[src/rtl/seq_pattern_gen.sv]
// Programmable step sequencer: a step counter walks a writable pattern table in one-shot, loop or ping-pong order.
// result/step are registered together (one entry per en cycle); en=0 freezes the sequence, control and table writes still apply.
module seq_pattern_gen #(
  parameter  int WIDTH  = 3,
  parameter  int DEPTH  = 8,
  localparam int ADDR_W = $clog2(DEPTH)
) (
  input  logic              clk,
  input  logic              clr_n,
  input  logic              en,
  input  logic              start,
  input  logic              stop,
  input  logic [1:0]        mode,
  input  logic [ADDR_W:0]   len,
  input  logic              wr_en,
  input  logic [ADDR_W-1:0] wr_addr,
  input  logic [WIDTH-1:0]  wr_data,
  output logic [WIDTH-1:0]  result,
  output logic [ADDR_W-1:0] step,
  output logic              busy,
  output logic              done,
  output logic              wrap
);

  typedef enum logic [1:0] {
    IDLE     = 2'd0,
    RUN_UP   = 2'd1,
    RUN_DOWN = 2'd2
  } state_t;

  localparam logic [ADDR_W:0] DEPTH_L   = (ADDR_W+1)'(DEPTH);
  localparam logic [1:0]      MODE_LOOP = 2'b01;
  localparam logic [1:0]      MODE_PP   = 2'b10;

  state_t              state_q, state_d;
  logic [ADDR_W-1:0]   step_q, step_d;
  logic [WIDTH-1:0]    result_q, result_d;
  logic [ADDR_W:0]     len_q, len_d;
  logic [1:0]          mode_q, mode_d;
  logic                done_q, done_d;
  logic                wrap_q, wrap_d;
  logic [WIDTH-1:0]    tbl_q [DEPTH];
  logic [WIDTH-1:0]    tbl_d [DEPTH];
  logic [ADDR_W:0]     last_idx;
  logic [ADDR_W-1:0]   rd_idx;
  logic                rd_tbl;

  always_comb begin
    tbl_d = tbl_q;
    if (wr_en && (int'(wr_addr) < DEPTH)) begin
      tbl_d[wr_addr] = wr_data;
    end
  end

  // Reads use tbl_q, so a write on the same edge is only visible one edge later.
  always_comb begin
    state_d  = state_q;
    step_d   = step_q;
    result_d = result_q;
    len_d    = len_q;
    mode_d   = mode_q;
    done_d   = 1'b0;
    wrap_d   = 1'b0;
    rd_tbl   = 1'b0;
    rd_idx   = '0;
    last_idx = len_q - (ADDR_W+1)'(1);

    if (stop) begin
      state_d  = IDLE;
      step_d   = '0;
      result_d = '0;
    end else if (start) begin
      len_d   = ((len == '0) || (len > DEPTH_L)) ? DEPTH_L : len;
      mode_d  = mode;
      state_d = RUN_UP;
      step_d  = '0;
      rd_tbl  = 1'b1;
    end else if (en) begin
      case (state_q)
        RUN_UP: begin
          if ({1'b0, step_q} < last_idx) begin
            step_d = step_q + 1'b1;
            rd_tbl = 1'b1;
            rd_idx = step_q + 1'b1;
          end else begin
            case (mode_q)
              MODE_LOOP: begin
                step_d = '0;
                rd_tbl = 1'b1;
                wrap_d = 1'b1;
              end
              MODE_PP: begin
                wrap_d = 1'b1;
                rd_tbl = 1'b1;
                if (len_q >= (ADDR_W+1)'(2)) begin
                  state_d = RUN_DOWN;
                  step_d  = ADDR_W'(len_q - (ADDR_W+1)'(2));
                  rd_idx  = ADDR_W'(len_q - (ADDR_W+1)'(2));
                end else begin
                  step_d = '0;
                end
              end
              default: begin
                state_d  = IDLE;
                step_d   = '0;
                result_d = '0;
                done_d   = 1'b1;
              end
            endcase
          end
        end
        RUN_DOWN: begin
          rd_tbl = 1'b1;
          if (step_q != '0) begin
            step_d = step_q - 1'b1;
            rd_idx = step_q - 1'b1;
          end else begin
            state_d = RUN_UP;
            step_d  = ADDR_W'(1);
            rd_idx  = ADDR_W'(1);
            wrap_d  = 1'b1;
          end
        end
        default: result_d = '0;
      endcase
    end

    if (rd_tbl) begin
      result_d = tbl_q[rd_idx];
    end
  end

  always_ff @(posedge clk or negedge clr_n) begin
    if (!clr_n) begin
      state_q  <= IDLE;
      step_q   <= '0;
      result_q <= '0;
      len_q    <= DEPTH_L;
      mode_q   <= 2'b00;
      done_q   <= 1'b0;
      wrap_q   <= 1'b0;
      for (int i = 0; i < DEPTH; i++) begin
        tbl_q[i] <= '0;
      end
    end else begin
      state_q  <= state_d;
      step_q   <= step_d;
      result_q <= result_d;
      len_q    <= len_d;
      mode_q   <= mode_d;
      done_q   <= done_d;
      wrap_q   <= wrap_d;
      tbl_q    <= tbl_d;
    end
  end

  assign result = result_q;
  assign step   = step_q;
  assign busy   = (state_q != IDLE);
  assign done   = done_q;
  assign wrap   = wrap_q;

endmodule

[config.mk]
export PLATFORM = sky130hd
export DESIGN_NAME = seq_pattern_gen
export DESIGN_NICKNAME = d
export VERILOG_FILES = /design/src/rtl/seq_pattern_gen.sv
export SDC_FILE = /design/constraint.sdc
export NUM_CORES = 1
export LEC_CHECK = 0
export CAP_MARGIN = 5
export CELL_PAD_IN_SITES_DETAIL_PLACEMENT = 0
export CELL_PAD_IN_SITES_GLOBAL_PLACEMENT = 1
export CORE_UTILIZATION = 40
export DETAILED_ROUTE_END_ITERATION = 6
export PLACE_DENSITY = 0.73
export SLEW_MARGIN = 25
export SYNTH_ARGS = -nofsm -noshare
export SYNTH_HDL_FRONTEND = slang
export SYNTH_SLANG_ARGS = --single-unit
export TNS_END_PERCENT = 10
[constraint.sdc]
create_clock -name clk -period 4 [get_ports clk]
set_clock_uncertainty 0.1 [all_clocks]
set_input_delay 0.8 -clock clk [delete_from_list [all_inputs] [get_ports clk]]
set_output_delay 0.8 -clock clk [all_outputs]
set_load 0.1 [all_outputs]
==> results of run 1 <==
==> flip-flops by register name, summed over array words and instances, names as in the netlist <==
name	cells
len_q	4
mode_q	2
wrap	1
step	3
done	1
tbl_q	24
result	3
state_q	2
==> stage by stage <==
| step | cell area [um^2] | utilization [%] | setup slack, ns | total power (W) |
|---|---|---|---|---|
| 2_1_floorplan | 2500 | - | 0.571 | 0.000706 |
| 4_1_cts | 2880 | 48.1 | 0.587 | 0.00106 |
| 3_3_place_gp | 2800 | 46.7 | 0.646 | 0.000792 |
| 5_1_grt | 2880 | 48.1 | 0.318 | 0.00111 |
| 3_5_place_dp | 2800 | 46.7 | 0.602 | 0.000796 |
| 6_report | 2880 | 48.1 | 0.562 | 0.00105 |
==> area by class of cell <==
cell class,instances,area share (%)
Multi-Input combinational cell,183,47.9
Inverter,18,2.35
Sequential cell,40,34.8
Tap cell,75,3.26
Clock buffer,5,2.39
Timing Repair Buffer,26,8.86
Clock inverter,2,0.434
==> cells by family (layout without fill, tap and decap cells) <==
group / Yosys count / count (layout) / synth area share [%]
AO/OA/AOI/OAI: 64 / 64 / 17.1
XOR/XNOR: 5 / 5 / 2.50
adder cells (fa/ha/maj): 15 / 15 / 7.51
buffers and inverters: 27 / 51 / 4.70
flip-flops: 40 / 40 / 40.1
multiplexers: 32 / 32 / 14.1
AND/OR/NAND/NOR: 67 / 67 / 14.0
==> layer usage <==
metal / wire length, um / global-route usage [%] / part of all wire, % / up-vias
met5: 0 / 0 / 0 / -
met4: 61 / 4.29 / 1.1 / 0
met3: 275 / 3.71 / 4.9 / 6
met2: 2580 / 29.4 / 46 / 43
met1: 2710 / 27.9 / 48 / 978
li1: - / - / - / 953
==> power groups by stage <==
stage	sequential, W	combinational, W	clock, W
2_1_floorplan	0.000534	0.000172	0
3_3_place_gp	0.000526	0.000266	0
3_5_place_dp	0.000526	0.000269	0
4_1_cts	0.000518	0.000270	0.000271
5_1_grt	0.000528	0.000296	0.000285
6_report	0.000519	0.000270	0.000258
==> worst register-to-register path: stages (launching register included) <==
cell and delay (ns):
dfrtp_1 0.49, inv_1 0.10, ha_1 0.22, xnor2_1 0.13, ha_1 0.31, a21oi_1 0.11, and2_4 0.20, or4_4 0.53
a21o_1 0.30, a222oi_1 0.38, a31oi_1 0.10, a221o_1 0.37
==> path summary, 6_finish.rpt <==
| path | end | slack [ns] | cells past startpoint |
|---|---|---|---|
| min in group asynchronous | state_q[0] | 0.52 | 1 |
| max | result[0] | 0.56 | 11 |
| min reg2reg | tbl_q[16] | 0.41 | 1 |
| max in group asynchronous | tbl_q[13] | 2.70 | 1 |
| max reg2reg | result[0] | 0.56 | 11 |
| min | tbl_q[16] | 0.41 | 1 |
==> placed cells by master (no fill, tap or decap), types with 2 or more instances in the layout <==
cell type,n
and2_1,2
mux2i_1,6
nand4b_1,3
ha_1,15
a222oi_1,2
nor4_1,3
a21oi_1,16
nor3_1,4
nor3b_1,2
nand2_1,18
mux2_2,26
a31oi_1,5
nor2b_1,2
a211o_1,2
inv_1,18
nor2_1,12
o31ai_1,2
clkbuf_8,5
a211oi_1,4
nand2b_1,7
a221oi_1,2
xnor2_1,4
dfrtp_1,39
nand3_1,7
clkdlybuf4s50_1,25
o21ai_0,16
==> qor.yml, run 1 <==
timing:
  rsz0062_at_grt: "no"
  timing_max_transition_violations_final: 0
  timing.final.crit_share_pct: 85.9
  fin_worst_hold_slack_ns: 0.408
  finalSetupViolCount: 0
  finalHoldViolCount: 0
  worst_slew_margin_rel_pct: 35.0
  tightestPinTransition_ns: 0.971
  timing.final.crit_period_ns: 3.44
  max_freq_mhz: 291
  finalSetupTns_ns: 0
final_layout:
  layout-area-overhead-vs-synth_pct: 15.2
  nets: 307
  post_route_cells_drive_above_1_share_pct: 15.7
  multiInputGateArea_mm2: 0.00138
  antenna_cells: 0
  final-instance-count-excl-fill: 349
  layout.filler_cells: 567
  ff_latch_area_mm2: 0.00100
clock_network:
  clk_latency_ns: 0.29
  number_of_cts_inserted_buffers: 5
  cts.htree.levels: 2
  clock_transition_at_the_register_clock_pins_on_the_worst_setup_and_hold_paths_after_cts_ns: 0.08
  root_buffer: "clkbuf_8"
  cts_hold_repair.buffers: 0
  post_cts_resize_count: 0
  cts_max_path_buffers: 2
  tritoncts: "built"
  cts.repair_timing.setup_buffer_count: 0
  clock-sinks: 40
power:
  power_frac_comb_pct: 25.8
  sequentialPowerShare_pct: 49.6
  p_clk_share_pct: 24.7
  irDropWorstVdd_mv: 0.197
  switching_power_of_the_nets_w: 0.000337
  p_int_w: 0.000709
  cellPowerDensity_mw_per_mm2: 363
  leakage_power_summed_over_all_cells_nw: 1.22
  sw_frac_of_total_pct: 32.2
place:
  finalWeightedCongestion: 0.818
  portBuffers: 26
  hpwl_mm: 4.26
  place.detailed.instances: 342
min_path:
  holdCritStartpoint: "tbl_q[16]"
  timing.hold.worst.class: "reg2reg"
die:
  boundaryPins: 27
  dieHeight_um: 81.1
  die_w_um: 81.1
  starting_density_of_the_core_pct: 41.7
  die-area_mm2: 0.00657
  fp-row-count: 28
  core_mm2: 0.00599
critical_path:
  arrival_ns: 3.52
  worst-path-buf-inv: 1
  critical_path.slowest_cell: "or4_4"
  critPathLaunch: "len_q[0]"
  crit_family: "compound AO/OA/AOI/OAI gates"
  max_stage_delay_ns: 0.53
  critPathMostFrequentCell: "ha_1"
  worstSetupStartpointType: "register"
  worst_ep_required_time_ns: 4.08
  critical_path.max_fanout: 10
  crit_chain: "inv_1 -> ha_1 -> xnor2_1 -> ha_1 -> a21oi_1 -> and2_4 -> or4_4 -> a21o_1 -> a222oi_1 -> a31oi_1 -> a221o_1"
  end_kind: "register"
  timing_worst_setup_path_type: "reg2reg"
  reg2reg_from: "len_q[0]"
synthesis:
  synth-main-ff-cell: "dfrtp_1"
  post_syn_area_mm2: 0.00250
  synth-edff-count: 0
  yosysSeqAreaShare_pct: 40.1
  synth_top_cell_area_share_pct: 39.0
  post_synth_main_area_contributors: "dfrtp_1 39%, mux2_2 12%, ha_1 7.5%, a21oi_1 3.2%, o21ai_0 3.2%"
  synth.ff_latch_count: 40
  number_of_distinct_library_cell_variants_in_the_gate_level_netlist_after_synthesis: 51
  synth_area_leader_cell: "dfrtp_1"
  yosysMostFrequentCell: "dfrtp_1"
  synthesis.nets: 283
  synthArstFlopShare_pct: 100
  synthesis.area_per_instance_um2: 10.0
  yosys_warnings: 0
  synth_common_cells: "39 x dfrtp_1, 26 x mux2_2, 18 x inv_1, 18 x nand2_1"
  number_of_instances_in_the_synthesized_netlist: 250
routing:
  drc_errors: 0
  post_drt_wl_per_cell_um: 16.1
  ant_nets: 0
  viasPerCell: 5.67
  detailedRoute.firstPassIterationCount: 4
  vias: 1980
  totalWireLength_mm: 5.63
  drt_iter0_drc: 122
grt:
  globalRoute.totalOverflow: 0
  largest_net_degree_at_the_start_of_global_routing: 41
  wire_length_of_the_first_global_routing_pass_mm: 9.39
  grtUsageTotal_pct: 19.2
  grt_pass1_vias: 1862
  antenna_violations_before_repair: 0
run:
  maximum_capacitance_violations: 0
run_status:
  outcome: "finished, final reports clean"
Note: power is estimated with default switching activity, not from simulation.
==> run 2, diff against run 1 <==
--- a/config.mk
+++ b/config.mk
@@ -8,9 +8,9 @@
 export CAP_MARGIN = 5
 export CELL_PAD_IN_SITES_DETAIL_PLACEMENT = 0
 export CELL_PAD_IN_SITES_GLOBAL_PLACEMENT = 1
-export CORE_UTILIZATION = 40
+export CORE_UTILIZATION = 44
 export DETAILED_ROUTE_END_ITERATION = 6
-export PLACE_DENSITY = 0.73
+export PLACE_DENSITY = 0.79
 export SLEW_MARGIN = 25
 export SYNTH_ARGS = -nofsm -noshare
 export SYNTH_HDL_FRONTEND = slang
==> run 2 against run 1 <==
Against the previous run:
- clock power rose by 33%
- non-clock buffer count unchanged
- routed wire length is 3.9% lower
- die area shrank 8.9%
- cell area rose by 1.0%
==> qor.yml, run 2 (synthesis gave the netlist of run 1 again) <==
final_layout:
  nets: 307  # unchanged
  mostFrequentLayoutCells: "39 x dfrtp_1, 26 x mux2_2, 25 x clkdlybuf4s50_1"
  post_route_cells_drive_above_1_share_pct: 16.0  # +0.31 points
  antenna_cells: 0  # unchanged
  final_common_cell: "dfrtp_1"
  layout.filler_cells: 507  # -11%
  layout-area-overhead-vs-synth_pct: 16.4
  reg.largest.list: "tbl_q (24), len_q (4)"
  max_flop_register: "tbl_q"
  largest_reg_flops: 24  # unchanged
  finish.instance_area_mm2: 0.00291  # +1.0%
  final-instance-count-excl-fill: 347  # -0.57%
  final_core_utilization_pct: 52.9  # +4.8 points
grt:
  wire_length_of_the_first_global_routing_pass_mm: 9.36  # -0.29%
  antenna_violations_before_repair: 0  # unchanged
  grtUsageTotal_pct: 20.1  # +0.89 points
  grt_pass1_vias: 1937  # +4.0%
  largest_net_degree_at_the_start_of_global_routing: 41  # unchanged
  globalRoute.totalOverflow: 0  # unchanged
critical_path:
  worst_ep_required_time_ns: 4.09  # about the same
  worstSetupStartpointType: "register"
  end_kind: "register"
  critical_path.max_fanout: 10  # unchanged
  critical_path.slowest_cell: "or4_4"
  crit_family: "compound AO/OA/AOI/OAI gates"
  crit_chain: "inv_1 -> ha_1 -> xnor2_1 -> ha_1 -> a21oi_1 -> and2_4 -> or4_4 -> a21o_1 -> a222oi_1 -> a31oi_1 -> a221o_1"
  arrival_ns: 3.51  # about the same
  timing_worst_setup_path_type: "reg2reg"
  max_stage_delay_ns: 0.53  # about the same
  critPathLaunch: "len_q[0]"
  worst-path-buf-inv: 1  # unchanged
  reg2reg_from: "len_q[0]"
  critPathMostFrequentCell: "ha_1"
die:
  die-area_mm2: 0.00599  # -8.9%
  boundaryPins: 27  # unchanged
  starting_density_of_the_core_pct: 45.4  # +3.7 points
  die_w_um: 77.4  # -4.5%
  dieHeight_um: 77.4  # -4.5%
  fp-row-count: 27  # -3.6%
  core_mm2: 0.00551  # -8.1%
routing:
  ant_nets: 0  # unchanged
  totalWireLength_mm: 5.41  # -3.9%
  drt_iter0_drc: 152  # +25%
  drc_errors: 0  # unchanged
  post_drt_wl_per_cell_um: 15.6  # -3.4%
  vias: 1921  # -3.0%
  viasPerCell: 5.54  # -2.4%
  detailedRoute.firstPassIterationCount: 4  # unchanged
clock_network:
  cts.htree.levels: 2  # unchanged
  post_cts_resize_count: 0  # unchanged
  tritoncts: "built"
  clk_latency_ns: 0.30  # about the same
  cts_hold_repair.buffers: 0  # unchanged
  root_buffer: "clkbuf_8"
  cts.repair_timing.setup_buffer_count: 0  # unchanged
  clock-sinks: 40  # unchanged
  number_of_cts_inserted_buffers: 5  # unchanged
  cts_max_path_buffers: 2  # unchanged
  clock_transition_at_the_register_clock_pins_on_the_worst_setup_and_hold_paths_after_cts_ns: 0.09  # about the same
timing:
  timing_max_transition_violations_final: 0  # unchanged
  rsz0062_at_grt: "no"
  timing.final.crit_period_ns: 3.42  # -0.0185 ns
  timing.final.crit_share_pct: 85.5  # -0.46 points
  worst_slew_margin_rel_pct: 35.5  # +0.41 points
  finalHoldViolCount: 0  # unchanged
  tightestPinTransition_ns: 0.965  # -0.00608 ns
  max_freq_mhz: 292  # +0.54%
  finalSetupViolCount: 0  # unchanged
  finalSetupTns_ns: 0  # unchanged
place:
  place.detailed.instances: 339  # -0.88%
  portBuffers: 26  # unchanged
  hpwl_mm: 4.12  # -3.2%
  finalWeightedCongestion: 0.860  # +5.0%
  post_dp_cell_area_mm2: 0.00280  # -0.13%
min_path:
  holdCritStartpoint: "tbl_q[1]"
  timing.hold.worst.class: "reg2reg"
power:
  leakage_power_summed_over_all_cells_nw: 1.23  # +1.2%
  finalPower_w: 0.00113  # +7.9%
  irDropWorstVdd_mv: 0.204  # +3.3%
  cellPowerDensity_mw_per_mm2: 388  # +6.8%
run_status:
  outcome: "finished, final reports clean"
run:
  maximum_capacitance_violations: 0  # unchanged
[run 2: changes by cell type in the layout (fill, tap and decap cells not counted), sizes merged]
cell,change
bufinv,+1
clkinv,-1
inv,+1
[run 2: final cells by class]
| cell class | count | area (um^2) | area share, % |
|---|---|---|---|
| clock inverter | 3 | 46.3 | 1.59 |
| tap | 72 | 90.1 | 3.10 |
| sequential | 40 | 1000 | 34.4 |
| clock buffer | 5 | 68.8 | 2.36 |
| inverter | 18 | 67.6 | 2.32 |
| multi-input combinational | 183 | 1380 | 47.4 |
| timing repair buffer | 26 | 255 | 8.77 |
[run 2: path summary, 6_finish.rpt]
kind / end / slack [ns] / depth (start not counted)
min in group asynchronous: tbl_q[9] / 0.52 / 1
min reg2reg: tbl_q[1] / 0.41 / 1
min: tbl_q[1] / 0.41 / 1
max reg2reg: result[0] / 0.58 / 11
max: result[0] / 0.58 / 11
max in group asynchronous: len_q[2] / 2.72 / 1
[run 2: routing by layer]
layer  track usage [%]  share of wire [%]  vias up
met2              31.2                 46       33
li1                  -                  -      961
met5                 0                  0        -
met4              6.42                1.1        0
met1              27.5                 48      921
met3              4.94                4.1        6
[run 2: through the flow]
step	setup slack [ns]	hold WS (ns)
floorplan	0.571	0.374
global placement	0.659	0.391
detailed placement	0.606	0.395
CTS	0.602	0.416
global route	0.418	0.437
finish	0.581	0.413
[run 2: report_power, final]
group          total [W]  leakage (nW)  switching, W  internal (W)
Combinational   0.000269         0.679      0.000148      0.000120
Sequential      0.000519         0.498     0.0000479      0.000471
Clock           0.000342        0.0548      0.000154      0.000188
==> run 3, diff against run 2 <==
--- a/config.mk
+++ b/config.mk
@@ -8,6 +8,7 @@
 export CAP_MARGIN = 5
 export CELL_PAD_IN_SITES_DETAIL_PLACEMENT = 0
 export CELL_PAD_IN_SITES_GLOBAL_PLACEMENT = 1
+export CORE_MARGIN = 3
 export CORE_UTILIZATION = 44
 export DETAILED_ROUTE_END_ITERATION = 6
 export PLACE_DENSITY = 0.79
==> run 3 against run 2 <==
Against the previous run:
- worst setup slack better by 0.027 ns
- non-clock buffer count stayed put
- hold slack better by 0.0035 ns
- clock-buffer cell count stayed put
- power is 7.1% lower
- via count is 0.68% higher
- largest power group unchanged
==> qor.yml, run 3 (synthesis gave the netlist of run 1 again) <==
final_layout:
  final_common_cell: "dfrtp_1"
  nets: 307  # unchanged
  layout.filler_cells: 501  # -1.2%
  antenna_cells: 0  # unchanged
  max_flop_register: "tbl_q"
  layout-area-overhead-vs-synth_pct: 15.0
  mostFrequentLayoutCells: "39 x dfrtp_1, 26 x mux2_2, 25 x clkdlybuf4s50_1"
  largest_reg_flops: 24  # unchanged
  reg.largest.list: "tbl_q (24), len_q (4)"
  final_core_utilization_pct: 54.2  # +1.3 points
  post_route_cells_drive_above_1_share_pct: 15.7  # -0.31 points
place:
  portBuffers: 26  # unchanged
  finalWeightedCongestion: 0.868  # +0.94%
  hpwl_mm: 4.27  # +3.7%
power:
  power_frac_comb_pct: 25.7  # +1.9 points
  p_int_w: 0.000709  # -9.0%
  sequentialPowerShare_pct: 49.4  # +3.5 points
  switching_power_of_the_nets_w: 0.000340  # -3.0%
  irDropWorstVdd_mv: 0.193  # -5.1%
  leakage_power_summed_over_all_cells_nw: 1.22  # -1.2%
  sw_frac_of_total_pct: 32.4  # +1.4 points
  p_clk_share_pct: 25.0  # -5.3 points
  cellPowerDensity_mw_per_mm2: 365  # -5.9%
grt:
  grt_pass1_vias: 1817  # -6.2%
  antenna_violations_before_repair: 0  # unchanged
  globalRoute.totalOverflow: 0  # unchanged
  grtUsageTotal_pct: 18.3  # -1.8 points
  wire_length_of_the_first_global_routing_pass_mm: 9.11  # -2.7%
  largest_net_degree_at_the_start_of_global_routing: 41  # unchanged
routing:
  routed_metal_1_wirelength_mm: 2.66  # +1.6%
  detailedRoute.firstPassIterationCount: 4  # unchanged
  drt_iter0_drc: 141  # -7.2%
  drc_errors: 0  # unchanged
  viasPerCell: 5.62  # +1.6%
  vias: 1934  # +0.68%
  dr_wl_met2_mm: 2.50  # -0.48%
  topRoutingLayerUsed: "met4"
  wl_met3_um: 190  # -13%
  totalWireLength_mm: 5.39  # -0.28%
  post_drt_wl_per_cell_um: 15.7  # +0.59%
  ant_nets: 0  # unchanged
die:
  die_w_um: 81.4  # +5.2%
  starting_density_of_the_core_pct: 47.1  # +1.7 points
  boundaryPins: 27  # unchanged
  die-area_mm2: 0.00662  # +11%
  fp-row-count: 26  # -3.7%
  core_mm2: 0.00530  # -3.7%
  dieHeight_um: 81.4  # +5.2%
critical_path:
  end_kind: "register"
  critical_path.max_fanout: 10  # unchanged
  critical_path.slowest_cell: "or4_4"
  worst-path-buf-inv: 1  # unchanged
  worst_ep_required_time_ns: 4.08  # about the same
  max_stage_delay_ns: 0.52  # about the same
  crit_chain: "inv_1 -> ha_1 -> xnor2_1 -> ha_1 -> a21oi_1 -> and2_4 -> or4_4 -> a21o_1 -> a222oi_1 -> a31oi_1 -> a221o_1"
  worstSetupStartpointType: "register"
  crit_family: "compound AO/OA/AOI/OAI gates"
  critPathMostFrequentCell: "ha_1"
  timing_worst_setup_path_type: "reg2reg"
  arrival_ns: 3.48  # -0.03 ns
clock_network:
  root_buffer: "clkbuf_8"
  cts_max_path_buffers: 2  # unchanged
  clock-sinks: 40  # unchanged
  number_of_cts_inserted_buffers: 5  # unchanged
  cts.htree.levels: 2  # unchanged
  tritoncts: "built"
  post_cts_resize_count: 0  # unchanged
  cts_hold_repair.buffers: 0  # unchanged
  clock_transition_at_the_register_clock_pins_on_the_worst_setup_and_hold_paths_after_cts_ns: 0.08  # about the same
  clk_latency_ns: 0.30  # about the same
  cts.repair_timing.setup_buffer_count: 0  # unchanged
timing:
  max_freq_mhz: 295  # +0.80%
  tightestPinTransition_ns: 0.969  # +0.00392 ns
  rsz0062_at_grt: "no"
  timing.final.crit_share_pct: 84.8  # -0.68 points
  timing_max_transition_violations_final: 0  # unchanged
  finalSetupTns_ns: 0  # unchanged
  finalSetupViolCount: 0  # unchanged
  timing.final.crit_period_ns: 3.39  # -0.0272 ns
  finalHoldViolCount: 0  # unchanged
  worst_slew_margin_rel_pct: 35.2  # -0.26 points
run:
  maximum_capacitance_violations: 0  # unchanged
min_path:
  timing.hold.worst.class: "reg2reg"
run_status:
  outcome: "finished, final reports clean"
[run 3: changes by cell type in the layout (fill, tap and decap cells not counted)]
cell,before,now
bufinv_16,1,0
clkinv_2,0,1
inv_6,1,0
[run 3: layer usage]
metal	vias up	GRT usage (%)
met1	931	26.3
met4	0	4.05
met5	-	0
met3	4	3.77
li1	958	-
met2	41	28.3
[run 3: layout make-up]
cell class	count	area [um^2]	share of cell area [%]
clock buffers	5	68.8	2.39
clock inverters	2	12.5	0.435
inverters	18	67.6	2.35
multi-input cells	183	1380	48.0
flip-flops and latches	40	1000	34.9
well taps	70	87.6	3.05
repair buffers	26	255	8.88
[run 3: per-stage QoR]
| stage | instances | hold WS (ns) | worst slack, ns | power (W) | instance area (um^2) |
|---|---|---|---|---|---|
| 6_report | 344 | 0.417 | 0.608 | 0.00105 | 2870 |
| 5_1_grt | 344 | 0.442 | 0.366 | 0.00111 | 2870 |
| 4_1_cts | 344 | 0.418 | 0.625 | 0.00106 | 2870 |
| 3_5_place_dp | 337 | 0.401 | 0.631 | 0.000797 | 2790 |
| 3_3_place_gp | 337 | 0.390 | 0.693 | 0.000791 | 2790 |
| 2_1_floorplan | 250 | 0.374 | 0.571 | 0.000706 | 2500 |
[run 3: power groups by stage]
stage	Sequential (W)	Combinational [W]	Clock [W]
final	0.000518	0.000269	0.000262
after global routing	0.000528	0.000298	0.000285
after CTS	0.000518	0.000271	0.000268
after detailed placement	0.000526	0.000270	0
after global placement	0.000526	0.000265	0
after floorplan	0.000534	0.000172	0
[run 3: final timing paths]
| path | startpoint | endpoint | slack (ns) | depth (start not counted) |
|---|---|---|---|---|
| worst max-delay path | len_q[0] | result[0] | 0.61 | 11 |
| worst min-delay path | tbl_q[16] | tbl_q[16] | 0.42 | 1 |
| worst max register to register | len_q[0] | result[0] | 0.61 | 11 |
| worst min register to register | tbl_q[16] | tbl_q[16] | 0.42 | 1 |
| max in group asynchronous | clr_n | len_q[2] | 2.73 | 1 |
| min in group asynchronous | clr_n | state_q[0] | 0.50 | 1 |
[run 3: worst register-to-register path: cells and delay by family (launching register included)]
kind	cells	cell delay (ns)
adder cells (fa/ha/maj)	2	0.53
AND/OR/NAND/NOR	2	0.72
flip-flops	1	0.48
AO/OA/AOI/OAI	5	1.23
XOR/XNOR	1	0.12
buffers and inverters	1	0.10
